## src/rtl/cnt_pkg.sv

```systemverilog
// Shared definitions for the modulo counter: end-of-range mode encodings and
// the run/done state type.
package cnt_pkg;

    localparam logic [1:0] MODE_WRAP    = 2'b00;
    localparam logic [1:0] MODE_SAT     = 2'b01;
    localparam logic [1:0] MODE_ONESHOT = 2'b10;
    localparam logic [1:0] MODE_RSVD    = 2'b11;

    typedef enum logic {
        ST_RUN  = 1'b0,
        ST_DONE = 1'b1
    } cnt_state_e;

endpackage

```

## src/rtl/mod_counter_next.sv

```systemverilog
// Combinational step logic for mod_counter: terminal detection, the count an
// enabled edge would produce, and the clamped load value.
module mod_counter_next
    import cnt_pkg::*;
#(
    parameter int unsigned     WIDTH = 4,
    parameter longint unsigned MOD   = 16
) (
    input  logic [WIDTH-1:0] cnt_i,
    input  logic             up_i,
    input  logic [1:0]       mode_i,
    input  logic [WIDTH-1:0] load_val_i,
    output logic             tc_o,
    output logic [WIDTH-1:0] step_cnt_o,
    output logic             step_wrap_o,
    output logic             step_done_o,
    output logic [WIDTH-1:0] load_cnt_o
);

    localparam logic [WIDTH:0] MAX_C = (WIDTH+1)'(MOD - 1);
    localparam logic [WIDTH:0] MOD_C = (WIDTH+1)'(MOD);
    localparam logic [WIDTH:0] ONE_C = (WIDTH+1)'(1);

    logic [WIDTH:0] cnt_ext;
    logic [WIDTH:0] load_ext;
    logic [WIDTH:0] step_ext;

    assign cnt_ext  = {1'b0, cnt_i};
    assign load_ext = {1'b0, load_val_i};

    assign tc_o = up_i ? (cnt_ext == MAX_C) : (cnt_ext == '0);

    always_comb begin
        step_ext    = cnt_ext;
        step_wrap_o = 1'b0;
        step_done_o = 1'b0;
        if (!tc_o) begin
            step_ext = up_i ? (cnt_ext + ONE_C) : (cnt_ext - ONE_C);
        end else begin
            case (mode_i)
                MODE_SAT: begin
                    step_ext = cnt_ext;
                end
                MODE_ONESHOT: begin
                    step_ext    = cnt_ext;
                    step_done_o = 1'b1;
                end
                default: begin
                    // Reserved encoding falls through to wrap behaviour.
                    step_ext    = up_i ? '0 : MAX_C;
                    step_wrap_o = 1'b1;
                end
            endcase
        end
    end

    // Guard keeps a non-power-of-two modulus from ever leaking an out-of-range value.
    assign step_cnt_o = (step_ext < MOD_C) ? step_ext[WIDTH-1:0] : MAX_C[WIDTH-1:0];
    assign load_cnt_o = (load_ext >= MOD_C) ? MAX_C[WIDTH-1:0] : load_val_i;

endmodule

```

## src/rtl/mod_counter.sv

```systemverilog
// Parametrised modulo up/down counter with wrap, saturate and one-shot
// end-of-range modes; holds the registers and the run/done FSM.
module mod_counter
    import cnt_pkg::*;
#(
    parameter int unsigned     WIDTH = 4,
    parameter longint unsigned MOD   = 16,
    parameter longint unsigned INIT  = 0
) (
    input  logic             clk,
    input  logic             rst_n,
    input  logic             i_en,
    input  logic             i_up,
    input  logic [1:0]       i_mode,
    input  logic             i_clr,
    input  logic             i_load,
    input  logic [WIDTH-1:0] i_load_val,
    output logic [WIDTH-1:0] o_cnt,
    output logic             o_tc,
    output logic             o_wrap,
    output logic             o_done,
    output cnt_state_e       o_state
);

    if (WIDTH < 2 || WIDTH > 32) begin : g_bad_width
        $error("mod_counter: WIDTH must be in 2..32");
    end
    if (MOD < 2 || MOD > (64'd1 << WIDTH)) begin : g_bad_mod
        $error("mod_counter: MOD must satisfy 2 <= MOD <= 2**WIDTH");
    end
    if (INIT >= MOD) begin : g_bad_init
        $error("mod_counter: INIT must be below MOD");
    end

    localparam logic [WIDTH-1:0] INIT_C = WIDTH'(INIT);

    logic [WIDTH-1:0] cnt_q;
    logic             wrap_q;
    logic             done_q;
    cnt_state_e       state_q;

    logic [WIDTH-1:0] step_cnt_d;
    logic             step_wrap_d;
    logic             step_done_d;
    logic [WIDTH-1:0] load_cnt_d;
    logic             tc;

    mod_counter_next #(
        .WIDTH (WIDTH),
        .MOD   (MOD)
    ) u_next (
        .cnt_i       (cnt_q),
        .up_i        (i_up),
        .mode_i      (i_mode),
        .load_val_i  (i_load_val),
        .tc_o        (tc),
        .step_cnt_o  (step_cnt_d),
        .step_wrap_o (step_wrap_d),
        .step_done_o (step_done_d),
        .load_cnt_o  (load_cnt_d)
    );

    always_ff @(posedge clk or negedge rst_n) begin
        if (!rst_n) begin
            cnt_q   <= INIT_C;
            wrap_q  <= 1'b0;
            done_q  <= 1'b0;
            state_q <= ST_RUN;
        end else if (i_clr) begin
            cnt_q   <= INIT_C;
            wrap_q  <= 1'b0;
            done_q  <= 1'b0;
            state_q <= ST_RUN;
        end else if (i_load) begin
            cnt_q   <= load_cnt_d;
            wrap_q  <= 1'b0;
            done_q  <= 1'b0;
            state_q <= ST_RUN;
        end else if (i_en && state_q == ST_RUN) begin
            cnt_q  <= step_cnt_d;
            wrap_q <= step_wrap_d;
            if (step_done_d) begin
                done_q  <= 1'b1;
                state_q <= ST_DONE;
            end
        end else begin
            // Holding (disabled, or parked in DONE) never produces a wrap pulse.
            wrap_q <= 1'b0;
        end
    end

    assign o_cnt   = cnt_q;
    assign o_tc    = tc;
    assign o_wrap  = wrap_q;
    assign o_done  = done_q;
    assign o_state = state_q;

endmodule

```

## config.mk

```make
export PLATFORM = sky130hd
export DESIGN_NAME = mod_counter
export DESIGN_NICKNAME = d
export VERILOG_FILES = /design/src/rtl/cnt_pkg.sv /design/src/rtl/mod_counter_next.sv /design/src/rtl/mod_counter.sv
export SDC_FILE = /design/constraint.sdc
export NUM_CORES = 1
export LEC_CHECK = 0
export CAP_MARGIN = 15
export CORE_AREA = 2 2 39 41
export DETAILED_ROUTE_END_ITERATION = 8
export DIE_AREA = 0 0 41 43
export PLACE_DENSITY = 0.76
export SETUP_SLACK_MARGIN = 0.02
export SYNTH_ARGS = -nofsm -noshare
export SYNTH_HDL_FRONTEND = slang
export SYNTH_SLANG_ARGS = --single-unit
```

## constraint.sdc

```tcl
create_clock -name clk -period 3.7 [get_ports clk]
set_input_delay 0.925 -clock clk [delete_from_list [all_inputs] [get_ports clk]]
set_output_delay 0.925 -clock clk [all_outputs]
set_load 0.03 [all_outputs]
```

# Word-level counts from Yosys, hierarchy flattened
# Index checks and enable logic that the tools add are counted.
[totals]
word_cells = 38
output_inout_bits = 8
regBits = 6
[op_classes]
order_cmp = 2
add_sub_neg = 2
n_eq_ne = 3
n_reduce_logical = 6
n_bitwise = 1
muxes = 21
[op_table]
columns = ["operator", "n"]
rows = [
  ["4-bit 2-to-1 mux", 6],
  ["5-bit 2-to-1 mux", 3],
  ["1-bit 2-to-1 mux", 12],
  ["3-bit nonzero test", 2],
  ["4-bit by 1-bit adder with 5-bit output (second input constant)", 1],
  ["4-bit by 5-bit greater-or-equal comparator with 1-bit output (second input constant)", 1],
  ["5-bit zero test", 1],
  ["5-bit < comparator (second input constant)", 1],
  ["4-bit by 1-bit subtractor with 5-bit output (second input constant)", 1],
  ["4-bit equality test (second input constant)", 1],
  ["2-bit by 1-bit equality test with 1-bit output (second input constant)", 1],
  ["2-bit equality test (second input constant)", 1],
  ["2-bit AND reduction", 1],
  ["2-bit OR reduction", 1],
  ["1-bit logical AND", 1],
  ["1-bit inverter", 1],
]

# Depth between registers and ports, before layout
[logic_depth]
ltp_word = 9
depth_mapped = 7
mapped_depth_nobuf = 7

# Hierarchy
# Synthesis repeated with hierarchy kept, for this count alone.
[unflattened]
hier_cells = 69
area_unflattened_um2 = 664.4
[modules_own_cells]
columns = ["module", "area_per_inst_um2", "n_inst", "seq_area_each_um2", "cells_each"]
rows = [
  ["mod_counter", 336.6, 1, 150.1, 26],
  ["mod_counter_next", 327.8, 1, 0.0, 43],
]

# Worst setup path after synthesis
# Ideal clock, no wire load.
[synth_path]
path_type = "input-to-output"
start = "input i_up"
end = "output o_tc"
n_path_buf = 0
cell_stages = 2
required_time_ns = 2.775
setup_slack_ns = 1.054
arrival_ns = 1.721
cell_sequence = "or4_4 -> o21ai_2"
[synth_via]
elab_chain_len = 1
[synth_lines]
columns = ["item", "line_no", "rtl"]
rows = [
  ["start, declared", "mod_counter.sv:13", "input logic i_up,"],
  ["1-bit 2-to-1 mux", "mod_counter_next.sv:31", "assign tc_o = up_i ? (cnt_ext == MAX_C) : (cnt_ext == '0);"],
  ["end, declared", "mod_counter.sv:19", "output logic o_tc,"],
]
# No other way between the ends.

# Final worst setup path
# Ends and elaborated chain as after synthesis.

==> run metrics <==
Cell Rows 14; Worst EP arrival ~2300 ps; total number of vias between 400 and 500; GPL Wtd Cong ~0.86; Worst path max stage delay between 400 and 500 ps; Ys Warns 0; hold wc startpoint o_state; clock-pin slew on the worst setup and hold paths 40 ps; GR Overflow Total 0; clock tree sinks 6; flops & latches, synth 6; CTS Buf Count 3; worst skew pair latency around 240 ps; Setup Fix Bufs, Post-CTS 0; cell count after synthesis 53; CP endpoint kind primary output; DP HPWL 906 um; H-tree levels 1; clock skew about 2.4 ps; remaining routing DRC violations 0; Pleak about 0.00033 uW; HP Class flop to flop; PortBufs 19; post-route minimum period 3230 ps; R2R cell count 6; core area between 1000 and 1500 sq um; run status finished, final reports clean; initial core utilization between 30% and 40%; ant diodes 0; critical path class input pin to primary output; total wire length 1.19 mm; peak supply drop roughly 0.20 mV; Tcrit/Tclk final between 80 and 90%; post-synthesis sequential area ratio about 30%; Hold Crit Depth 2; final setup violation count 0; vias in the first global route ~480; Slew HR 74.0%; Worst-Margin Slew 390 ps; Worst path slowest cell or4_4; Post-Syn Area per Cell between 9 and 10 sq um; Worst Hold Slack between 500 and 600 ps; area of the mapped netlist between 500 and 600 sq um; FF-to-FF Start o_cnt[0]; drt via density around 5.5; Max Fclk 310 MHz; Final ANT Viol Nets 0; clk root buf clkbuf_4; layout cells sized above 1 between 10 and 15%; drt initial violations 10; die height about 43 um; Layout area overhead 44.8%; setup TNS 0 ps; pin count of the biggest net entering global routing 10; Unique masters post-synth 28; Fin. Hold Viols 0; Max Cap Viol 0; Worst Path Required around 2800 ps; die area between 1500 and 2000 sq um; pwr dens around 340 nW/um^2; Critical Path Fanout Max 4; RSZ-0062 raised after global routing no; GRT Total Usage 17.1%; drt first pass iters 4; die width around 41 um; CP cell instances clkdlybuf4s50_1 > or4_4 > o21ai_2 > dlymetal6s2s_1; io pins 20; post-DR wirelength/cell about 13 um; max-slew violation count 0; Max clock buf depth 2; critical path startpoint i_up; CTS tree done; Post-Syn Nets 70; first-pass GRT wire length about 2 mm; initial antenna violation count 0; Final #Nets 93; crit start category input pin
[placed cells by master, fill, tap and decap left out, types with 2 or more instances in the layout]
cell type	count
o221ai_1	3
inv_1	4
xnor2_1	2
nor2_1	4
ha_1	4
clkdlybuf4s50_1	18
clkbuf_4	3
a21o_1	2
a21oi_1	2
a31oi_1	4
nand2_1	2
dfrtp_1	6
o21ai_0	3
[critical path, delay by kind of cell]
kind	cells	cell delay, ps
compound gates	1	190
simple gates	1	450
buf+inv	2	750
[Yosys cell counts]
master | count | area [sq um]
a41oi_1 | 1 | 8.76
xnor2_1 | 2 | 17.5
and4_2 | 1 | 10.0
fa_1 | 1 | 20.0
buf_4 | 1 | 7.51
or2b_1 | 1 | 7.51
o2bb2ai_1 | 1 | 8.76
xor2_1 | 1 | 8.76
o221ai_1 | 3 | 26.3
nor2_1 | 4 | 15.0
a21o_1 | 2 | 15.0
o21ai_0 | 3 | 15.0
or4_4 | 1 | 11.3
a31oi_1 | 4 | 25.0
o21ai_2 | 1 | 8.76
ha_1 | 4 | 50.1
a21oi_2 | 1 | 8.76
and2b_1 | 1 | 7.51
nor4b_1 | 1 | 8.76
or2_2 | 1 | 6.26
o21a_1 | 1 | 7.51
nand2_1 | 2 | 7.51
dfrtp_1 | 6 | 150
nor3b_2 | 1 | 12.5
inv_1 | 4 | 15.0
a21oi_1 | 2 | 10.0
nor2_4 | 1 | 11.3
o211ai_1 | 1 | 7.51
[stage by stage]
step	std cells	util (%)	area [sq um]	worst slack, ps	total power (uW)
5_1_grt	90	53.2	736	397	264
2_1_floorplan	53	-	508	1050	148
4_1_cts	90	53.0	733	75.4	247
3_5_place_dp	87	51.4	711	75.4	189
6_report	90	53.2	736	469	247
3_3_place_gp	87	51.4	711	93.9	187
[path summary, 6_finish.rpt]
kind,to,slack (ps)
worst min-delay path,o_state,580
worst min register to register,o_state,580
min in group asynchronous,o_cnt[0],920
worst max register to register,o_cnt[0],1580
worst max-delay path,o_tc,470
max in group asynchronous,o_cnt[2],2580
[power breakdown]
| group | leakage, uW | internal [uW] | switching [uW] |
|---|---|---|---|
| Sequential | 0.0000776 | 71.9 | 11.8 |
| Clock | 0.0000138 | 36.6 | 22.4 |
| Combinational | 0.000237 | 51.5 | 52.8 |
| Total | 0.000328 | 160 | 86.9 |
[repair_timing]
| item | CTS | global route |
|---|---|---|
| resized for setup | 0 | 1 |
| setup endpoints to repair | 0 | 1 |
| hold buffers | 0 | 0 |
[area by class of cell]
class / count / area [sq um]
Tap cell: 16 / 20.0
Inverter: 4 / 15.0
Multi-Input combinational cell: 42 / 335
Sequential cell: 6 / 150
Clock buffer: 3 / 22.5
Timing Repair Buffer: 19 / 193
Fill cell: 132 / 648
[state kept, by name, indices dropped and copies added (netlist names)]
signal / count
o_wrap: 1
o_cnt: 4
o_state: 1
[routing by layer]
| metal | wire length [um] | global-route usage (%) | share of wire [%] | up-vias |
|---|---|---|---|---|
| li1 | - | - | - | 244 |
| met3 | 120 | 4.71 | 10 | 2 |
| met5 | 0 | 0 | 0 | - |
| met2 | 572 | 25.3 | 48 | 23 |
| met1 | 487 | 23.0 | 41 | 225 |
| met4 | 11 | 6.00 | 0.92 | 0 |
[cells by family (layout without fill, tap and decap cells)]
| logic type | count (synthesis) | in the layout | share of synthesized area, % |
|---|---|---|---|
| AOI/OAI and AO/OA | 20 | 20 | 27.8 |
| xor gates and xnor gates | 3 | 3 | 5.17 |
| adders and majority gates | 5 | 5 | 13.8 |
| buffers and inverters | 5 | 26 | 4.43 |
| DFF | 6 | 6 | 29.6 |
| and+or+nand+nor | 14 | 14 | 19.2 |
No activity file was read; power rests on OpenSTA's default activity.
==> edit 1 (config.mk and constraints unchanged) <==
Register the output `o_tc`, with the module's reset; this adds one clock of latency there. The other outputs are not delayed to match.
--- a/src/rtl/mod_counter.sv
+++ b/src/rtl/mod_counter.sv
@@ -91,5 +91,11 @@
 
     assign o_cnt   = cnt_q;
-    assign o_tc    = tc;
+    always_ff @(posedge clk or negedge rst_n) begin
+        if (!rst_n) begin
+            o_tc <= '0;
+        end else begin
+            o_tc <= tc;
+        end
+    end
     assign o_wrap  = wrap_q;
     assign o_done  = done_q;
Check against the original RTL: not equivalent (a bounded check fails within 4 cycles, from zero or initial values and one cycle with rst_n low).
==> edit 1 against the unedited design <==
- setup slack gained 380 ps
- routed wire length up 1.4%
- total power is 12% higher
- highest routed layer is now met3
- largest power group unchanged
- non-clock buffer count did not move
- utilization grew 3.9 points
- cell area increased by 7.3%
- critical path type is now input port to flop
- register-to-register slack improved by 130 ps
- synthesized area grew 10%
- sequential cell count rose by 1
==> edit 1: results (changes against the unedited design) <==
| Metric | Value |
|---|---|
| Mean post-synth cell area | `10.19 µm² (+6.3%)` |
| Seq area share | `22.19% (+1.8 points)` |
| Placed cell areas | `763.2 µm² (+7.4%)` |
| Routed WL | `1209 µm (+1.4%)` |
| Vias per inst | `5.430 (-1.1%)` |
| Final #Nets | `95 (+2.2%)` |
| Outcome | `finished, final reports clean` |
| Multi-input logic area | `362.8 µm² (+8.2%)` |
| Non-clock buffer share | `24.09% (-2.1 points)` |
| Utilization after layout | `57.05% (+3.9 points)` |
| Post-Place Cells | `89 (+2.3%)` |
| Final setup skew | `3.735 ps (+1.353 ps)` |
| Post-synthesis sequential area ratio | `31.25% (+1.7 points)` |
| #MultiIn Comb | `43 (+2.4%)` |
| Netlist cell types | `30 (+7.1%)` |
| DR WL/cell | `13.00 µm (-1.8%)` |
| Clock Network Area Fraction | `3.328% (+0.27 points)` |
| Total GRT Usage | `16.65% (-0.44 points)` |
| Syn Nets | `72 (+2.9%)` |
| Pleak | `0.3331 nW (+1.5%)` |
| Max-slew headroom | `76.97% (+3.0 points)` |
| Multi-input combinational area share | `45.96% (+0.38 points)` |
| Ranking of synthesized cells by area | `dfrtp_1 31%, ha_1 8.9%, o221ai_1 4.7%` |
| HPWL after DPL | `944 µm (+4.2%)` |
| Crit path DAT | `3020 ps (+710 ps)` |
| Resized cells post-CTS | `0 (unchanged)` |
| DRT iter0 DRCs | `8 (-2)` |
| Worst vdd rail ir drop | `0.3114 mV (+54%)` |
| Layout cells sized above 1 | `14.29% (+0.77 points)` |
| CP Max Fanout | `5 (+1)` |
-- edit 1: metrics by stage --
step / setup slack (ps) / hold WS, ps / power [mW]
finish: 845.6 / 539.3 / 0.2777
global route: 706.7 / 591.8 / 0.2971
CTS: 833.9 / 546.8 / 0.2795
detailed placement: 609.6 / 535.5 / 0.2096
global placement: 652.5 / 536.1 / 0.2080
floorplan: 1346 / 629.4 / 0.1680
-- edit 1: critical path: stages --
cell             delay, ps
clkdlybuf4s50_1        540
inv_1                  150
fa_1                   470
a21o_1                 190
a21oi_1                160
xnor2_1                210
o21ai_0                170
a31oi_1                200
-- edit 1: kinds of logic after synthesis --
logic type,synth area share (%)
AOI/OAI and AO/OA,24.11
and+or+nand+nor,23.44
DFF,31.25
buffers and inverters,4.018
adders and majority gates,12.50
xor gates and xnor gates,4.688
-- edit 1: path summary, 6_finish.rpt --
check | start | endpoint | slack (ps) | depth (start not counted)
setup reg to reg | o_cnt[0] | o_cnt[1] | 1710 | 6
min in group asynchronous | rst_n | o_tc | 930 | 1
hold reg to reg | o_state | o_state | 540 | 2
setup / recovery | i_up | o_cnt[1] | 850 | 8
max in group asynchronous | rst_n | o_cnt[3] | 2540 | 1
hold / removal | o_state | o_state | 540 | 2
-- edit 1: power by group --
part | switching [mW] | total (mW) | internal [mW] | leakage (nW)
sequential | 0.0139 | 0.0977 | 0.0837 | 0.0914
clock | 0.0284 | 0.0695 | 0.0412 | 0.0150
combinational | 0.0560 | 0.110 | 0.0545 | 0.227
-- edit 1: layer usage --
layer	track usage, %	vias to the layer above	wire [µm]
met1	20.67	231	521
met4	0	0	0
met2	26.88	21	576
met5	0	-	0
met3	8.377	0	111
li1	-	253	-
==> edit 2 (same flow settings) <==
Made on the original files. `WIDTH` is set to 4 in 2 places; all go to 5.
--- a/src/rtl/mod_counter_next.sv
+++ b/src/rtl/mod_counter_next.sv
@@ -4,5 +4,5 @@
     import cnt_pkg::*;
 #(
-    parameter int unsigned     WIDTH = 4,
+    parameter int unsigned     WIDTH = 5,
     parameter longint unsigned MOD   = 16
 ) (
--- a/src/rtl/mod_counter.sv
+++ b/src/rtl/mod_counter.sv
@@ -4,5 +4,5 @@
     import cnt_pkg::*;
 #(
-    parameter int unsigned     WIDTH = 4,
+    parameter int unsigned     WIDTH = 5,
     parameter longint unsigned MOD   = 16,
     parameter longint unsigned INIT  = 0
Interface: changed (resized i_load_val and o_cnt); port bits go from 20 to 22. The function was not compared with the original's and may differ.
==> edit 2 against the unedited design <==
- routed wire length rose by 19%
- total power up 19%
- count of clock-buffer cells in the layout unchanged
- sequential cell count increased by 1
- setup slack worse by 260 ps
- synthesized area increased by 25%
- combinational power grew 23%
- cell area rose by 19%
- largest power group unchanged
==> edit 2: results (changes against the unedited design) <==
| Metric | Value |
|---|---|
| Synth Instances | `72 (+36%)` |
| Vias per inst | `5.721 (+4.2%)` |
| Pin count of the biggest net entering global routing | `9 (-1)` |
| RD Place Congestion | `0.7092 (-18%)` |
| Syn Nets | `91 (+30%)` |
| Worst hold start | `o_cnt[2]` |
| Worst R2R Start | `o_cnt[4]` |
| Vias in the first global route | `584 (+22%)` |
| Clock net power | `0.0706 mW (+20%)` |
| Delay of the slowest critical-path stage | `670 ps (+220 ps)` |
| Outcome | `finished, final reports clean` |
| Grt met3 use | `9.424% (+4.7 points)` |
| Crit path DAT | `2560 ps (+250 ps)` |
| Least-Margin Pin Slew | `336.8 ps (-53.29 ps)` |
| Flop pwr share | `32.4% (-1.5 points)` |
| GR Util met1 | `25.74% (+2.7 points)` |
| DR WL/cell | `12.83 µm (-3.1%)` |
| Placed cell areas | `845.8 µm² (+19%)` |
| Total GRT Usage | `20.24% (+3.2 points)` |
| Switch Pwr | `0.1100 mW (+26%)` |
| Met3 wire length | `83 µm (-31%)` |
| Netlist cell types | `34 (+21%)` |
| Top sig layer | `met3` |
| Post-Place Cells | `107 (+23%)` |
| Placement Setup Slack | `236.9 ps (+161.6 ps)` |
| Layout cells sized above 1 | `6.316% (-7.2 points)` |
| Port bufs | `21 (+2)` |
| Final setup skew | `7.981 ps (+5.600 ps)` |
==> edit 2: cell type report <==
type | instances | area [µm²] | share of cell area [%]
clock inverters | 1 | 5.005 | 0.5731
inverters | 2 | 7.507 | 0.8596
multi-input cells | 61 | 432.9 | 49.57
repair buffers | 21 | 210.2 | 24.07
well taps | 16 | 20.02 | 2.292
clock buffers | 3 | 22.52 | 2.579
flip-flops and latches | 7 | 175.2 | 20.06
==> edit 2: cells by family (layout without fill, tap and decap cells) <==
logic type	count (synthesis)	in the layout	synth area share, %
fa+ha+maj	6	6	13.02
flops	7	7	27.61
compound gates	25	25	28.21
xor+xnor	1	1	1.381
simple gates	29	29	25.64
buf+inv	4	27	4.143
==> edit 2: stage by stage <==
step | hold slack [ps] | total power, mW
2_1_floorplan | 629.4 | 0.1801
3_3_place_gp | 551.0 | 0.2223
3_5_place_dp | 579.5 | 0.2243
4_1_cts | 595.4 | 0.2973
5_1_grt | 639.1 | 0.3212
6_report | 593.3 | 0.2936
